## src/rtl/a2d_pkg.sv

```systemverilog
// ============================================================================
// a2d_pkg : shared types and defaults for the A2D scan controller
// Revision: 1.0
// ============================================================================
`default_nettype none

package a2d_pkg;

  localparam int c_NUM_CH      = 8;
  localparam int c_SCAN_PERIOD = 50000;
  localparam int c_TMO         = 2048;
  localparam int c_RES_W       = 12;

  typedef enum logic [1:0] {
    IDLE    = 2'd0,
    START   = 2'd1,
    WAIT_CC = 2'd2,
    NEXT    = 2'd3
  } state_t;

endpackage

`default_nettype wire

```

## src/rtl/scan_timer.sv

```systemverilog
// ============================================================================
// scan_timer : free-running period counter, pulses o_wrap once per PERIOD
// Revision: 1.0
// ============================================================================
`default_nettype none

module scan_timer
  import a2d_pkg::*;
#(
  parameter int PERIOD = c_SCAN_PERIOD
) (
  input  logic clk,
  input  logic rst_n,
  input  logic i_en,
  output logic o_wrap
);

  localparam int                 c_CNT_W    = (PERIOD > 1) ? $clog2(PERIOD) : 1;
  localparam logic [c_CNT_W-1:0] c_CNT_LAST = c_CNT_W'(PERIOD - 1);

  logic [c_CNT_W-1:0] r_cnt;

  // Held at zero while disabled so a re-enable always waits a full period.
  always_ff @(posedge clk or negedge rst_n) begin
    if (!rst_n) begin
      r_cnt <= '0;
    end else if (!i_en || (r_cnt == c_CNT_LAST)) begin
      r_cnt <= '0;
    end else begin
      r_cnt <= r_cnt + 1'b1;
    end
  end

  assign o_wrap = i_en && (r_cnt == c_CNT_LAST);

endmodule

`default_nettype wire

```

## src/rtl/a2d_scan_ctrl.sv

```systemverilog
// ============================================================================
// a2d_scan_ctrl : periodic multi-channel A2D scanner with on-demand requests
// Revision: 1.0
// ============================================================================
`default_nettype none

module a2d_scan_ctrl
  import a2d_pkg::*;
#(
  parameter int NUM_CH      = c_NUM_CH,
  parameter int SCAN_PERIOD = c_SCAN_PERIOD,
  parameter int TMO         = c_TMO
) (
  input  logic               clk,
  input  logic               rst_n,
  input  logic               en,
  output logic               strt_cnv,
  output logic [2:0]         chnnl,
  input  logic               cnv_cmplt,
  input  logic [c_RES_W-1:0] res,
  input  logic [2:0]         rd_ch,
  output logic [c_RES_W-1:0] rd_data,
  output logic [7:0]         vld,
  input  logic               req,
  input  logic [2:0]         req_ch,
  output logic               req_ack,
  output logic [c_RES_W-1:0] req_res,
  output logic               scan_done,
  output logic               tmo_err
);

  localparam logic [2:0]         c_LAST_CH  = 3'(NUM_CH - 1);
  localparam int                 c_TMO_W    = $clog2(TMO + 1);
  localparam logic [c_TMO_W-1:0] c_TMO_LAST = c_TMO_W'(TMO - 1);

  state_t               r_state;
  logic                 r_pend;
  logic                 r_scan_act;
  logic                 r_is_req;
  logic [2:0]           r_scan_ch;
  logic [c_TMO_W-1:0]   r_tmo_cnt;
  logic [c_RES_W-1:0]   r_tbl [NUM_CH];

  logic w_wrap;
  logic w_req_ok;
  logic w_scan_start;

  scan_timer #(
    .PERIOD (SCAN_PERIOD)
  ) u_scan_timer (
    .clk    (clk),
    .rst_n  (rst_n),
    .i_en   (en),
    .o_wrap (w_wrap)
  );

  // A request still high while its ack is showing is the one just served.
  assign w_req_ok     = req && !req_ack;
  assign w_scan_start = (r_state == IDLE) && !w_req_ok && r_pend;

  always_ff @(posedge clk or negedge rst_n) begin
    if (!rst_n) begin
      r_state    <= IDLE;
      r_pend     <= 1'b0;
      r_scan_act <= 1'b0;
      r_is_req   <= 1'b0;
      r_scan_ch  <= '0;
      r_tmo_cnt  <= '0;
      strt_cnv   <= 1'b0;
      chnnl      <= '0;
      vld        <= '0;
      req_ack    <= 1'b0;
      req_res    <= '0;
      scan_done  <= 1'b0;
      tmo_err    <= 1'b0;
      for (int i = 0; i < NUM_CH; i++) r_tbl[i] <= '0;
    end else begin
      strt_cnv  <= 1'b0;
      req_ack   <= 1'b0;
      scan_done <= 1'b0;

      if (!en)               r_pend <= 1'b0;
      else if (w_wrap)       r_pend <= 1'b1;
      else if (w_scan_start) r_pend <= 1'b0;

      case (r_state)
        IDLE: begin
          if (w_req_ok) begin
            chnnl    <= req_ch;
            r_is_req <= 1'b1;
            strt_cnv <= 1'b1;
            r_state  <= START;
          end else if (r_pend) begin
            chnnl      <= '0;
            r_scan_ch  <= '0;
            r_scan_act <= 1'b1;
            r_is_req   <= 1'b0;
            strt_cnv   <= 1'b1;
            r_state    <= START;
          end
        end
        START: begin
          r_tmo_cnt <= '0;
          r_state   <= WAIT_CC;
        end
        WAIT_CC: begin
          if (cnv_cmplt) begin
            if (r_is_req) begin
              req_res <= res;
              req_ack <= 1'b1;
            end else begin
              for (int i = 0; i < NUM_CH; i++) begin
                if (chnnl == 3'(i)) begin
                  r_tbl[i] <= res;
                  vld[i]   <= 1'b1;
                end
              end
            end
            r_state <= NEXT;
          end else if (r_tmo_cnt == c_TMO_LAST) begin
            tmo_err <= 1'b1;
            if (r_is_req) begin
              req_res <= '0;
              req_ack <= 1'b1;
            end
            r_state <= NEXT;
          end else begin
            r_tmo_cnt <= r_tmo_cnt + 1'b1;
          end
        end
        NEXT: begin
          if (w_req_ok) begin
            chnnl    <= req_ch;
            r_is_req <= 1'b1;
            strt_cnv <= 1'b1;
            r_state  <= START;
          end else if (r_scan_act && (r_scan_ch < c_LAST_CH)) begin
            chnnl     <= r_scan_ch + 3'd1;
            r_scan_ch <= r_scan_ch + 3'd1;
            r_is_req  <= 1'b0;
            strt_cnv  <= 1'b1;
            r_state   <= START;
          end else begin
            scan_done  <= r_scan_act;
            r_scan_act <= 1'b0;
            r_state    <= IDLE;
          end
        end
        default: r_state <= IDLE;
      endcase
    end
  end

  always_comb begin
    rd_data = '0;
    for (int i = 0; i < NUM_CH; i++) begin
      if (rd_ch == 3'(i)) rd_data = r_tbl[i];
    end
  end

endmodule

`default_nettype wire

```

## config.mk

```make
export PLATFORM = sky130hd
export DESIGN_NAME = a2d_scan_ctrl
export DESIGN_NICKNAME = d
export VERILOG_FILES = /design/src/rtl/a2d_pkg.sv /design/src/rtl/scan_timer.sv /design/src/rtl/a2d_scan_ctrl.sv
export SDC_FILE = /design/constraint.sdc
export NUM_CORES = 1
export LEC_CHECK = 0
export ABC_AREA = 1
export CAP_MARGIN = 20
export CORE_MARGIN = 4
export CORE_UTILIZATION = 30
export DETAILED_ROUTE_END_ITERATION = 8
export PLACE_DENSITY = 0.52
export REMOVE_ABC_BUFFERS = 1
export SYNTH_ARGS = -nofsm -noshare
export SYNTH_HDL_FRONTEND = slang
export SYNTH_SLANG_ARGS = --single-unit
```

## constraint.sdc

```tcl
create_clock -name clk -period 3.35 [get_ports clk]
set_input_delay 0.8375 -clock clk [delete_from_list [all_inputs] [get_ports clk]]
set_output_delay 0.8375 -clock clk [all_outputs]
set_load 0.005 [all_outputs]
```

==> impl_metrics.ini <==
[status]
status = completed

[pwr]
p_int_mw = 4.34
p_clk_share_pct = 30.6
p_leak_nw = 4.18
combPwrFrac_pct = 24.1
switching_power_mw = 2.02
switching_share_pct = 31.8
power.density_nw_per_um2 = 698
p_seq_share_pct = 45.3
peakVddDrop_mv = 0.336

[synthesis]
synth_edf_count = 0
synthArstFlopShare_pct = 100
yosysMostFrequentCell = nand2_1
synth_area_sq_um = 7370
yosysWarnings = 0
ys_ff_latch = 159
synthTopCellsByCount = 255 x nand2_1, 159 x dfrtp_1, 85 x o21ai_1
yosysUniqueCellTypes = 31
synthFlopType = dfrtp_1
yosysTopAreaCellShare_pct = 54.0
synth.avg_cell_area_sq_um = 8.31
synth.top_cells.by_area = dfrtp_1 54%, nand2_1 13%, o21ai_1 5.8%, nand4_1 4.5%, nor2_1 3.9%
yosysSeqAreaShare_pct = 54.0
netlist_instances = 886
yosys.area.top_type = dfrtp_1

[place]
gp_congestion = 0.821
portBuffers = 61
place_area_sq_um = 8490
place.detailed.hpwl_mm = 12.8

[clock_tree]
cts_root_buf = clkbuf_16
cts.clk_slew.worst_paths_ps = 60
worstSkewPairLatency_ps = 430
htreeDepth = 4
clockBufferDepth = 2
cts.sinks = 159
ctsHoldBuffers = 0
cts_buffers = 17
cts_tree = done

[worst_setup_path]
arrival_ps = 2400
worstSetupPathType = primary input to output port
cp-end-kind = output port
required_ps = 2510
cp-start-kind = primary input
path_max_fanout = 9

[die]
initial_utilization_pct = 30.4
num_rows = 57
core_sq_um = 24200
die_width_microns = 165
io_pins = 62
dieArea_sq_um = 27100
die_height_microns = 165

[job]
maxCapViolations = 0

[grt]
grt_overflow = 0
antenna_found_initial = 0
grt_pass1_vias = 5921
grt_use_met3_pct = 3.34
grt-busiest-layer = met2
grt_start_max_net_pins = 73
grtUsageMet1_pct = 20.4
grt_pass1_wl_mm = 31.3
grtUsageTotal_pct = 14.7
grtUsageMet2_pct = 23.4

[layout]
nNetsFinal = 992
drive_gt1_share_pct = 8.93
stdcell_area_sq_um = 9120
antenna_cells = 0
syn_to_final_growth_pct = 23.8
utilization_pct = 37.6

[timing]
grt_setup_unrepaired = no
drv_slew = 0
fmax_ghz = 0.309
setup_tns_ps = 0
fin_crit_sh_pct = 96.7
setup_viol = 0
slew_headroom_pct = 53.8
tightest_slew_ps = 694
period_needed_ps = 3240
clock_skew_ps = 15.9
finalHoldViolCount = 0

[detailed_routing]
firstDrtPassIters = 5
via_per_inst = 4.66
ant_nets = 0
routed_wl_mm = 18.9
dr_total_vias = 6043
wl_per_cell_microns = 14.6
drt_iter0_drc = 359
drc = 0

[worst_hold_path]
hold_class = primary input to asynchronous set/reset pin
==> metrics by stage <==
| step | hold WS [ps] | power (mW) | setup slack (ps) | std cells |
|---|---|---|---|---|
| after floorplan | 433 | 3.77 | 417 | 848 |
| after global placement | 448 | 4.46 | -255 | 1265 |
| after detailed placement | 454 | 4.49 | -276 | 1265 |
| after CTS | 450 | 6.45 | -89.9 | 1298 |
| after global routing | 483 | 6.83 | 10.4 | 1298 |
| final | 427 | 6.36 | 112 | 1298 |
==> cell type report <==
class                           count  area [sq um]
Clock inverter                      9           106
Clock buffer                       22           484
Multi-Input combinational cell    616          2970
Fill cell                        2564         15100
Sequential cell                   159          3980
Tap cell                          324           405
Timing Repair Buffer               95           902
Inverter                           73           280
==> power by group through the flow <==
stage                     logic, mW  registers [mW]  clock network, mW
after CTS                      1.57            2.88               2.00
after global placement         1.56            2.90                  0
after floorplan               0.959            2.81                  0
after detailed placement       1.59            2.90                  0
final                          1.54            2.88               1.95
after global routing           1.80            2.94               2.09
==> final timing paths <==
kind / start / end / slack (ps) / cells after the start
max: rd_ch[1] / rd_data[9] / 110 / 9
min: rst_n / vld[1] / 430 / 1
max reg2reg: r_state[0] / r_tbl[30] / 840 / 7
min reg2reg: vld[2] / vld[2] / 460 / 2
max in group asynchronous: rst_n / r_tmo_cnt[10] / 2200 / 2
min in group clk: vld[2] / vld[2] / 460 / 2
==> per-layer routing <==
metal / wire, microns / share of wire (%)
met2: 8710 / 46
met4: 166 / 0.88
met3: 764 / 4.0
met1: 9260 / 49
met5: 0 / 0
==> placed cells by master, fill, tap and decap left out, types with 2 or more instances in the layout <==
cell and count:
inv_6 2, o211ai_1 3, nor3_4 2, nand2_1 255, nand3_2 10, nor4_1 2, buf_12 3, o21ai_1 85
buf_6 3, bufinv_16 2, dlygate4sd2_1 12, a21oi_1 6, clkdlybuf4s50_1 46, nor3_1 2, nor2_1 75, inv_4 2
ha_1 7, buf_4 29, o21ai_0 46, nand3_1 43, inv_2 2, nor3_2 2, clkinv_2 5, nand4_1 53
dlymetal6s2s_1 2, xor2_1 13, xnor2_1 4, inv_1 68, clkbuf_16 17, dfrtp_1 159, clkbuf_8 4, o21bai_1 2
==> flip-flops by register name (all words and copies together) (netlist names) <==
name and cells:
r_is_req 1, req_ack 1, req_res 12, u_scan_timer.r_cnt 16
chnnl 3, r_state 2, r_scan_act 1, r_tmo_cnt 12
vld 8, r_tbl 96, strt_cnv 1, r_scan_ch 3
tmo_err 1, scan_done 1, r_pend 1
==> critical path: stages <==
cell             delay [ps]
dlygate4sd2_1           270
buf_4                   170
nor2_4                  140
nand2_1                 100
buf_12                  160
nor2_1                   80
nor2_1                   50
nand4_1                  80
clkdlybuf4s50_1         510
==> what timing repair did <==
item | in CTS | in global routing
pin swaps | 2 | 0
endpoints found under the setup margin | 12 | 7
setup buffers | 2 | 0
resized for setup | 21 | 4
==> cell families (layout without fill, tap and decap cells) <==
| family | count (synthesis) | count (layout) | share of synthesized area [%] |
|---|---|---|---|
| AO/OA/AOI/OAI | 144 | 144 | 10.0 |
| adder cells (fa/ha/maj) | 7 | 7 | 1.19 |
| flip-flops | 159 | 159 | 54.0 |
| XOR/XNOR | 17 | 17 | 2.02 |
| buffers and inverters | 111 | 199 | 6.13 |
| AND/OR/NAND/NOR | 448 | 448 | 26.6 |
(Power assumes the default switching activity.)
